[config.mk]
export PLATFORM = sky130hd
export DESIGN_NAME = decoder_nx2n_scan_flat
export DESIGN_NICKNAME = d
export VERILOG_FILES = /design/src/rtl/decoder_nx2n_scan_if.sv /design/src/rtl/decoder_nx2n_scan.sv /design/src/flat_wrapper.sv
export SDC_FILE = /design/constraint.sdc
export NUM_CORES = 1
export LEC_CHECK = 0
export CAP_MARGIN = 20
export CORE_AREA = 2 2 39 41
export CTS_CLUSTER_DIAMETER = 60
export CTS_CLUSTER_SIZE = 8
export DETAILED_ROUTE_END_ITERATION = 6
export DIE_AREA = 0 0 41 43
export HOLD_SLACK_MARGIN = 0.03
export PLACE_DENSITY_LB_ADDON = 0.3
export SYNTH_ARGS = -nofsm -noshare
export SYNTH_HDL_FRONTEND = slang
export SYNTH_SLANG_ARGS = --single-unit
[constraint.sdc]
create_clock -name clk -period 1.36 [get_ports clk]
set_input_delay 0.272 -clock clk [delete_from_list [all_inputs] [get_ports clk]]
set_output_delay 0.272 -clock clk [all_outputs]
set_load 0.02 [all_outputs]
[src/rtl/decoder_nx2n_scan_if.sv]
// ---------------------------------------------------------------------------
// decoder_nx2n_scan_if
// Bundles the control inputs and decoded outputs of decoder_nx2n_scan.
//   enable : 1 = decode, 0 = outputs inactive and state frozen
//   mode   : 0 = direct decode of sel, 1 = auto-scan
//   sel    : direct-mode address / scan-mode load value
//   load   : scan mode only, restart the scan at sel
//   D      : one-hot decode, D[0] is position 0 (ascending range)
//   idx    : currently active index
//   wrap   : one-cycle pulse when the scan index wraps OUTS-1 -> 0
// master drives the controls, slave (the decoder) drives the outputs.
// ---------------------------------------------------------------------------
interface decoder_nx2n_scan_if #(
    parameter int SEL_W = 2
);
    localparam int OUTS = 1 << SEL_W;

    logic             enable;
    logic             mode;
    logic [SEL_W-1:0] sel;
    logic             load;
    logic [0:OUTS-1]  D;
    logic [SEL_W-1:0] idx;
    logic             wrap;

    modport master (
        output enable, mode, sel, load,
        input  D, idx, wrap
    );

    modport slave (
        input  enable, mode, sel, load,
        output D, idx, wrap
    );
endinterface

[src/rtl/decoder_nx2n_scan.sv]
// ---------------------------------------------------------------------------
// decoder_nx2n_scan
// Registered N-to-2^N one-hot decoder with enable and an auto-scan mode that
// steps the active output through every position, each held for DWELL
// cycles (digit multiplexing / row strobing).
// Ports:
//   clk : rising-edge clock
//   rst : synchronous active-high reset
//   bus : decoder_nx2n_scan_if.slave (enable, mode, sel, load, D, idx, wrap)
// Parameters:
//   SEL_W      : select width, OUTS = 2**SEL_W outputs
//   DWELL      : cycles per position in scan mode (1..65535)
//   ACTIVE_LOW : 1 inverts D (active position reads 0)
// ---------------------------------------------------------------------------
module decoder_nx2n_scan #(
    parameter int SEL_W      = 2,
    parameter int DWELL      = 4,
    parameter int ACTIVE_LOW = 0
) (
    input logic                  clk,
    input logic                  rst,
    decoder_nx2n_scan_if.slave   bus
);
    localparam int OUTS  = 1 << SEL_W;
    // A single-cycle dwell still needs a 1-bit counter so the width is legal.
    localparam int CNT_W = (DWELL > 1) ? $clog2(DWELL) : 1;
    localparam logic [CNT_W-1:0]  LAST_COUNT = CNT_W'(DWELL - 1);
    localparam logic [0:OUTS-1]   INACTIVE   = {OUTS{ACTIVE_LOW != 0}};

    logic [0:OUTS-1]   r_d;
    logic [SEL_W-1:0]  r_idx;
    logic [CNT_W-1:0]  r_cnt;
    logic              r_wrap;

    logic [SEL_W-1:0]  w_nextIdx;
    logic              w_dwellDone;

    // Builds the output pattern for one active position; every SEL_W value
    // maps to a real position, so no value can produce an unknown output.
    function automatic logic [0:OUTS-1] decode(input logic [SEL_W-1:0] a);
        logic [0:OUTS-1] v;
        v    = '0;
        v[a] = 1'b1;
        return (ACTIVE_LOW != 0) ? ~v : v;
    endfunction

    // The increment wraps naturally at OUTS because idx is exactly SEL_W bits.
    assign w_nextIdx   = r_idx + 1'b1;
    assign w_dwellDone = (r_cnt == LAST_COUNT);

    // Single register block: reset beats disable, disable beats load, load
    // beats a scan advance. D is decoded from the next idx so the active
    // position always matches idx one cycle after an enabled edge.
    always_ff @(posedge clk) begin
        if (rst) begin
            r_d    <= INACTIVE;
            r_idx  <= '0;
            r_cnt  <= '0;
            r_wrap <= 1'b0;
        end else if (!bus.enable) begin
            r_d    <= INACTIVE;
            r_wrap <= 1'b0;
        end else if (!bus.mode || bus.load) begin
            r_d    <= decode(bus.sel);
            r_idx  <= bus.sel;
            r_cnt  <= '0;
            r_wrap <= 1'b0;
        end else if (w_dwellDone) begin
            r_d    <= decode(w_nextIdx);
            r_idx  <= w_nextIdx;
            r_cnt  <= '0;
            r_wrap <= (w_nextIdx == '0);
        end else begin
            r_d    <= decode(r_idx);
            r_cnt  <= r_cnt + 1'b1;
            r_wrap <= 1'b0;
        end
    end

    assign bus.D    = r_d;
    assign bus.idx  = r_idx;
    assign bus.wrap = r_wrap;
endmodule

[src/flat_wrapper.sv]
// flat-port wrapper written by rule: the top's interface ports become plain ports
module decoder_nx2n_scan_flat 
#(
    parameter int SEL_W      = 2,
    parameter int DWELL      = 4,
    parameter int ACTIVE_LOW = 0
)
  (clk, rst, bus_enable, bus_mode, bus_sel, bus_load, bus_D, bus_idx, bus_wrap);
  decoder_nx2n_scan_if #(.SEL_W(SEL_W)) bus_i ();
  input logic clk;
  input logic rst;
  input wire logic [$bits(bus_i.enable)-1:0] bus_enable;
  input wire logic [$bits(bus_i.mode)-1:0] bus_mode;
  input wire logic [$bits(bus_i.sel)-1:0] bus_sel;
  input wire logic [$bits(bus_i.load)-1:0] bus_load;
  output wire logic [$bits(bus_i.D)-1:0] bus_D;
  output wire logic [$bits(bus_i.idx)-1:0] bus_idx;
  output wire logic [$bits(bus_i.wrap)-1:0] bus_wrap;
  assign bus_i.enable = bus_enable;
  assign bus_i.mode = bus_mode;
  assign bus_i.sel = bus_sel;
  assign bus_i.load = bus_load;
  assign bus_D = bus_i.D;
  assign bus_idx = bus_i.idx;
  assign bus_wrap = bus_i.wrap;
  decoder_nx2n_scan #(.SEL_W(SEL_W), .DWELL(DWELL), .ACTIVE_LOW(ACTIVE_LOW)) u_core (.clk(clk), .rst(rst), .bus(bus_i));
endmodule
==> flow_summary.ini, run 1 <==
[status]
status = finished, final reports clean

[final_layout]
finalCoreUtilization_pct = 51.18
syn2layout_area_growth_pct = 39.41
fin_nets = 89
antenna_cells = 0
drive_above_1_share_pct = 21.05
num-fill-cells = 139

[timing]
hold_viol = 0
min_period_over_period_pct = 93.71
setup_ws_ns = 0.08560
slew-limit-headroom_pct = 83.16
rsz0062_at_grt = false
holdWs_ns = 0.4911
setup_viol = 0
worst_pin_slew_ns = 0.2526
period_minus_slack_ns = 1.274
slew_violations = 0
fmax_ghz = 0.7847
fin_skew_ns = 0.006084

[synth]
synth_flop_cell = dfxtp_1
ys_seq_area_share_pct = 35.47
netlist.area_leader.share_pct = 35.47
yosysTopAreaCell = dfxtp_1
synth.distinct_cells = 23
synth-edff-count = 0
synth.most_common_cell = dfxtp_1
synth_area_leaders = dfxtp_1 35%, ha_1 12%, a21oi_1 6.9%
syn_avg_cell_area_um2 = 9.236
yosysWarningCount = 0
ys_top_cells_by_count = 9 x dfxtp_1, 7 x a21oi_1, 6 x nand2_1
syn_area_um2 = 508.0
netlist_instances = 55
synth-async-reset-ratio_pct = 0
ys_ff_latch = 9
syn-num-nets = 67

[die]
die_w_um = 41
coreArea_um2 = 1384
start_util_pct = 36.71
die-area_um2 = 1763
ioPinCount = 14
die_h_um = 43
num_rows = 14

[placement]
pre_cts_slack_ns = -0.1731
place_hpwl_um = 774.7
port_buffers = 13
gp_congestion = 0.8394

[worst_setup_path]
r2r_start = u_core.r_cnt[0]
critPathMaxStageDelay_ns = 0.47
rrSetupSlack_ns = 0.10
worstPathArrival_ns = 1.46
setup.worst_path.end_class = flip-flop
reg2reg_depth = 3
critPathLaunchType = primary input
path_class = primary input to flip-flop
crit_family = buffers and inverters
cp_num_buf_inv = 2
crit_slowest_cell = clkdlybuf4s50_1
crit_path_cell_trace = clkdlybuf4s50_1, nor2b_1, buf_4, or3_1, a21oi_1
worstPathRequired_ns = 1.55
reg2reg_to = u_core.r_cnt[0]
path_max_fanout = 7

[clock_network]
root_buffer = clkbuf_4
cts_setup_buffers = 0
clock-sinks = 9
clk_latency_ns = 0.26
h-tree-depth = 1
clkTransAtPathRegs_ns = 0.06
cts_made_buffers = 3
cts_tree = built
cts_hold_buf = 0
clockBufferDepth = 2

[global_route]
grtUsageTotal_pct = 14.01
grt_util_met3_pct = 7.853
globalRoute.totalOverflow = 0
busiest_layer = met1
grt_max_degree = 10
grt_pass1_wl_um = 1621
grt_pass1_vias = 380
grtUsageMet2_pct = 17.81
antenna_found_initial = 0
use_met1_pct = 18.57

[min_path]
min_path_type = flip-flop to flip-flop
hold_start = u_core.r_cnt[0]
hold_depth = 2
whs_endpoint = u_core.r_cnt[0]

[power_and_ir_drop]
worst_ir_drop_vdd_v = 0.0005328
p_leak_nw = 0.3159
power_density_nw_per_um2 = 852.6

[route]
vias = 453
vias_per_cell = 4.924
drt-pass1-iter-count = 4
dr.first_iter.drc_count = 8
drt-wirelength-per-cell_um = 11.42
ant_nets = 0
drc_errors = 0
wl_um = 1051

[flow_run]
max_cap_viol_count = 0
[worst register-to-register path, delay by kind of cell, from the launching register on]
family | cells | cell delay (ns)
AOI/OAI and AO/OA | 1 | 0.12
DFF | 1 | 0.32
adders and majority gates | 1 | 0.25
and+or+nand+nor | 1 | 0.51
[logic make-up (layout without fill, tap and decap cells)]
family                   Yosys count  count (layout)  synth area share, %
AND/OR/NAND/NOR                   22              22                26.35
AO/OA/AOI/OAI                     12              12                14.78
flip-flops                         9               9                35.47
adder cells (fa/ha/maj)            5               5                12.32
buffers and inverters              4              25                4.433
multiplexers                       3               3                6.650
[flip-flops by register name (all words and copies together), names as in the netlist]
signal,count
u_core.bus.D,4
u_core.bus.idx,2
u_core.bus.wrap,1
u_core.r_cnt,2
[area by class of cell]
class                           instances  area (um^2)  share of cell area (%)
Timing Repair Buffer                   19        166.4                   23.50
Multi-Input combinational cell         42        307.8                   43.46
Clock buffer                            4        26.28                   3.710
Inverter                                2        7.507                   1.060
Tap cell                               16        20.02                   2.827
Sequential cell                         9        180.2                   25.44
[timing repair]
action / 4_1_cts / 5_1_grt
resized for setup: 7 / 1
cloned: 0 / 0
setup endpoints to repair: 7 / 4
pin swaps: 0 / 0
[power breakdown]
part	internal, W	switching (W)
clock network	0.000113	0.0000937
logic	0.0000630	0.0000553
registers	0.000273	0.00000602
total	0.000449	0.000155
[cells in the final DEF, fill, tap and decap left out]
| cell | netlist | routed |
|---|---|---|
| clkbuf_1 | 1 | 1 |
| clkbuf_4 | 0 | 3 |
| inv_1 | 2 | 2 |
| ha_1 | 5 | 4 |
| nand3b_1 | 2 | 2 |
| o21a_1 | 1 | 1 |
| ha_2 | 0 | 1 |
| nand2b_4 | 1 | 1 |
| clkdlybuf4s50_1 | 0 | 6 |
| dlygate4sd2_1 | 0 | 7 |
| nor2_1 | 2 | 2 |
| mux2_2 | 3 | 3 |
| a21o_2 | 1 | 1 |
| a211o_1 | 1 | 1 |
| o32ai_1 | 1 | 1 |
| nand2b_1 | 4 | 4 |
| dfxtp_1 | 9 | 9 |
| nor2b_1 | 1 | 1 |
| a21oi_1 | 7 | 7 |
| or3_1 | 1 | 1 |
| and4bb_2 | 1 | 1 |
| nand3_1 | 2 | 2 |
| nand2_1 | 6 | 6 |
| a31oi_1 | 1 | 1 |
| or4b_1 | 1 | 1 |
| nor3_1 | 1 | 1 |
| buf_4 | 0 | 6 |
[worst max-delay path by stage]
stage	slack (ns)	from	end	depth (start not counted)
after global placement	-0.17	bus_mode	u_core.bus.D[0]	5
after detailed placement	-0.17	bus_mode	u_core.bus.D[0]	5
after global routing	0.04	u_core.r_cnt[0]	u_core.r_cnt[0]	3
after CTS	0.01	u_core.r_cnt[0]	u_core.r_cnt[0]	3
final	0.09	bus_mode	u_core.bus.D[0]	5
after floorplan	0.03	u_core.r_cnt[0]	u_core.r_cnt[0]	4
[metal layers]
| layer | up-vias | wire [um] |
|---|---|---|
| li1 | 237 | - |
| met1 | 201 | 483 |
| met2 | 13 | 482 |
| met3 | 2 | 73 |
| met4 | 0 | 10 |
| met5 | - | 0 |
[metrics by stage]
step | area, um^2 | setup TNS [ns] | total power, W | instances
after global placement | 688.2 | -0.5018 | 0.0004075 | 88
final | 708.2 | 0 | 0.0006038 | 92
after detailed placement | 688.2 | -0.5760 | 0.0004077 | 88
after CTS | 705.7 | 0 | 0.0006140 | 92
after floorplan | 508.0 | 0 | 0.0003464 | 55
after global routing | 708.2 | 0 | 0.0006404 | 92
Power figures use the tool's default switching activity.
==> run 2, diff against run 1 <==
--- a/config.mk
+++ b/config.mk
@@ -12,7 +12,9 @@
 export DETAILED_ROUTE_END_ITERATION = 6
 export DIE_AREA = 0 0 41 43
 export HOLD_SLACK_MARGIN = 0.03
+export MAX_ROUTING_LAYER = met4
 export PLACE_DENSITY_LB_ADDON = 0.3
+export SKIP_CTS_REPAIR_TIMING = 1
 export SYNTH_ARGS = -nofsm -noshare
 export SYNTH_HDL_FRONTEND = slang
 export SYNTH_SLANG_ARGS = --single-unit
==> run 2 against run 1 <==
  * Global-route usage increased by 0.35 points
  * Sequential power about the same
  * Maximum frequency hardly changed
  * Via count is the same
  * Non-clock buffer count unchanged
  * Core utilization is 1.9 points higher
  * Register-to-register slack about the same
  * First-iteration DRC count up 63%
  * Clock skew is essentially flat
  * Design area rose by 3.7%
  * Die area did not move
==> flow_summary.ini, run 2 (synthesis gave the netlist of run 1 again) <==
[worst_setup_path]
setup.worst_path.end_class = flip-flop
worstPathRequired_ns = 1.55
worstPathArrival_ns = 1.46
crit_path_cell_trace = clkdlybuf4s50_1, nor2b_1, buf_4, or3_1, a21oi_1
path_max_fanout = 7
crit_family = buffers and inverters
cp_num_buf_inv = 2
crit_slowest_cell = clkdlybuf4s50_1
critPathMaxStageDelay_ns = 0.47
path_class = primary input to flip-flop
critPathLaunchType = primary input

[status]
status = finished, final reports clean

[clock_network]
h-tree-depth = 1
cts_tree = built
clock-sinks = 9
clkTransAtPathRegs_ns = 0.06
root_buffer = clkbuf_4
cts_made_buffers = 3
clk_latency_ns = 0.26
clockBufferDepth = 2

[route]
vias = 453
drt-pass1-iter-count = 4
drc_errors = 0
ant_nets = 0
drt-wirelength-per-cell_um = 11.47
wl_um = 1055
vias_per_cell = 4.924
dr.first_iter.drc_count = 13

[die]
die_w_um = 41
coreArea_um2 = 1384
die-area_um2 = 1763
start_util_pct = 36.71
ioPinCount = 14
die_h_um = 43
num_rows = 14

[timing]
setup_viol = 0
worst_pin_slew_ns = 0.2523
fin_skew_ns = 0.006009
setup_ws_ns = 0.08576
hold_viol = 0
slew_violations = 0
fmax_ghz = 0.7848
period_minus_slack_ns = 1.274
slew-limit-headroom_pct = 83.18
min_period_over_period_pct = 93.69
holdWs_ns = 0.4915
rsz0062_at_grt = false

[power_and_ir_drop]
p_total_w = 0.0006079
worst_ir_drop_vdd_v = 0.0005341
p_leak_nw = 0.4063
power_density_nw_per_um2 = 827.7

[final_layout]
largest_register_ffs = 4
fin_nets = 89
mostFrequentLayoutCell = dfxtp_1
syn2layout_area_growth_pct = 44.58
antenna_cells = 0
final_cell_mix = 9 x dfxtp_1, 7 x a21oi_1, 7 x dlymetal6s2s_1
num-fill-cells = 129
multiInputGateArea_um2 = 307.8
regArea_um2 = 180.2
finalCoreUtilization_pct = 53.07
stdcell_count = 92
drive_above_1_share_pct = 21.05

[global_route]
antenna_found_initial = 0
use_met1_pct = 18.57
grt_util_met3_pct = 7.853
busiest_layer = met1
globalRoute.totalOverflow = 0
grtUsageMet2_pct = 17.81
grtUsageTotal_pct = 14.36
grt_max_degree = 10
grt_pass1_vias = 382
grt_pass1_wl_um = 1621

[flow_run]
max_cap_viol_count = 0

[placement]
placedCellCount = 88
pre_cts_slack_ns = -0.1731
place_hpwl_um = 774.7
gp_congestion = 0.8524
port_buffers = 13

[min_path]
min_path_type = flip-flop to flip-flop
## run 2: path summary, 6_finish.rpt
kind | startpoint | to | slack, ns | depth (start not counted)
worst max-delay path | bus_mode | u_core.bus.D[0] | 0.09 | 5
worst min-delay path | u_core.r_cnt[0] | u_core.r_cnt[0] | 0.49 | 2
worst max register to register | u_core.r_cnt[0] | u_core.r_cnt[0] | 0.10 | 3
worst min register to register | u_core.r_cnt[0] | u_core.r_cnt[0] | 0.49 | 2
## run 2: layer usage
layer	part of all wire, %	vias to the layer above
met4	0.95	0
li1	-	238
met2	46	13
met1	47	200
met5	0	-
met3	6.5	2
## run 2: report_power, final
part / switching [W] / internal (W)
Sequential: 0.00000621 / 0.000273
Combinational: 0.0000553 / 0.0000668
Clock: 0.0000938 / 0.000113
Total: 0.000155 / 0.000453
## run 2: layout make-up
cell class / instances / area share [%]
clock buffer: 4 / 3.578
sequential: 9 / 24.53
tap: 16 / 2.726
inverter: 2 / 1.022
multi-input combinational: 42 / 41.91
timing repair buffer: 19 / 26.24
## run 2: worst min-delay path, delay by kind of cell, from the launching register on
family          cells  cell delay, ns
simple gates        1            0.07
flops               1            0.33
compound gates      1            0.06
## run 2: through the flow
step	cell area, um^2	TNS, ns
after global routing	734.5	0
after floorplan	508.0	0
after global placement	688.2	-0.5018
after detailed placement	688.2	-0.5760
after CTS	714.4	-0.7812
final	734.5	0
==> run 3, diff against run 2 <==
--- a/config.mk
+++ b/config.mk
@@ -14,6 +14,7 @@
 export HOLD_SLACK_MARGIN = 0.03
 export MAX_ROUTING_LAYER = met4
 export PLACE_DENSITY_LB_ADDON = 0.3
+export SETUP_SLACK_MARGIN = 0.5
 export SKIP_CTS_REPAIR_TIMING = 1
 export SYNTH_ARGS = -nofsm -noshare
 export SYNTH_HDL_FRONTEND = slang
==> run 3 against run 2 <==
  * Sequential cell count is the same
  * Combinational power grew 26%
  * Wire length grew 25%
  * Clock skew shrank 0.0019 ns
  * Die area is the same
  * Register-to-register slack gained 0.06 ns
  * Sequential share of layout area shrank 2.4 points
  * Worst setup slack gained 0.077 ns
  * Sequential power is essentially flat
  * Clock-buffer cell count is the same
  * Core utilization grew 11 points
  * Critical path type is now flip-flop to flip-flop
  * Critical endpoint is now u_core.bus.D[3]
==> flow_summary.ini, run 3 (synthesis gave the netlist of run 1 again) <==
[status]
status = finished, final reports clean

[route]
ant_nets = 0
drc_errors = 0
vias_per_cell = 5.104
vias = 490
drt-pass1-iter-count = 4
wl_um = 1315
drt-wirelength-per-cell_um = 13.70
dr.first_iter.drc_count = 13

[worst_setup_path]
worstPathRequired_ns = 1.51
path_max_fanout = 6
critPathLaunchType = flip-flop
reg2reg_depth = 5
path_class = flip-flop to flip-flop
crit_slowest_cell = dfxtp_4
crit_path_cell_trace = ha_4, buf_6, mux2_4, nand2_2, a21oi_2
critPathMaxStageDelay_ns = 0.36
worstPathArrival_ns = 1.35
setup.worst_path.end_class = flip-flop

[die]
die_h_um = 43
start_util_pct = 36.71
num_rows = 14
die_w_um = 41
die-area_um2 = 1763
ioPinCount = 14
coreArea_um2 = 1384

[min_path]
min_path_type = primary input to flip-flop
hold_depth = 2

[global_route]
antenna_found_initial = 0
grt_max_degree = 10
grt_pass1_vias = 427
globalRoute.totalOverflow = 0
grtUsageTotal_pct = 15.53
grt_pass1_wl_um = 1787

[timing]
fmax_ghz = 0.8350
period_minus_slack_ns = 1.198
worst_pin_slew_ns = 0.2213
setup_ws_ns = 0.1624
hold_viol = 0
fin_skew_ns = 0.004149
setup-tns-final_ns = 0
min_period_over_period_pct = 88.06
slew_violations = 0
slew-limit-headroom_pct = 85.23
rsz0062_at_grt = true
setup_viol = 0

[clock_network]
h-tree-depth = 1
cts_tree = built
cts_made_buffers = 3
clockBufferDepth = 2
clk_latency_ns = 0.26
clkTransAtPathRegs_ns = 0.07
root_buffer = clkbuf_4
clock-sinks = 9

[power_and_ir_drop]
p_leak_nw = 0.3987
power_density_nw_per_um2 = 732.6
worst_ir_drop_vdd_v = 0.0004256

[final_layout]
regArea_um2 = 196.4
stdcell_count = 96
finalCoreUtilization_pct = 64.01
largest_register_ffs = 4
drive_above_1_share_pct = 65.00
multiInputGateArea_um2 = 402.9
fin_nets = 93
final_cell_mix = 8 x buf_6, 8 x buf_4, 6 x a21oi_2
antenna_cells = 0
num-fill-cells = 118
syn2layout_area_growth_pct = 74.38

[placement]
place_hpwl_um = 793.1
gp_congestion = 0.8403
port_buffers = 13
placedCellCount = 89
pre_cts_slack_ns = -0.2296

[flow_run]
max_cap_viol_count = 0
[run 3: changes by cell type in the layout (fill, tap and decap cells not counted), sizes merged]
cell           change
dlymetal6s2s       -2
clkdlybuf4s50      -4
buf               +10
[run 3: critical path, delay by kind of cell (launching register included)]
family,cells,cell delay [ns]
flops,1,0.36
mux,1,0.30
fa+ha+maj,1,0.17
buf+inv,1,0.13
simple gates,1,0.07
compound gates,1,0.05
[run 3: area by class of cell]
type / instances / area share [%]
sequential: 9 / 22.18
tap: 16 / 2.260
multi-input combinational: 42 / 45.48
timing repair buffer: 23 / 26.27
clock buffer: 4 / 2.966
inverter: 2 / 0.8475
[run 3: path summary, 6_finish.rpt]
check	slack (ns)	start	end
hold reg to reg	0.48	u_core.r_cnt[1]	u_core.r_cnt[1]
setup / recovery	0.16	u_core.r_cnt[0]	u_core.bus.D[3]
hold / removal	0.36	rst	u_core.bus.idx[0]
setup reg to reg	0.16	u_core.r_cnt[0]	u_core.bus.D[3]
[run 3: per-layer routing]
metal | vias to the layer above | wire, um | global-route usage [%]
li1 | 244 | - | -
met1 | 236 | 594 | 21.22
met2 | 8 | 669 | 19.06
met3 | 2 | 39 | 4.712
met4 | 0 | 10 | 10.00
met5 | - | 0 | -
[run 3: power by group]
| part | internal (W) | switching (W) | leakage (nW) |
|---|---|---|---|
| clock | 0.000113 | 0.000101 | 0.0150 |
| sequential | 0.000271 | 0.00000984 | 0.0773 |
| combinational | 0.0000840 | 0.0000696 | 0.306 |
[run 3: per-stage QoR]
stage                     area (um^2)  hold slack [ns]  power (W)
after detailed placement        718.2           0.4741  0.0004103
after floorplan                 540.5           0.3337  0.0003469
after global routing            885.9           0.3628  0.0006890
after global placement          718.2           0.4731  0.0004092
after CTS                       744.5           0.4840  0.0006260
final                           885.9           0.3552  0.0006490
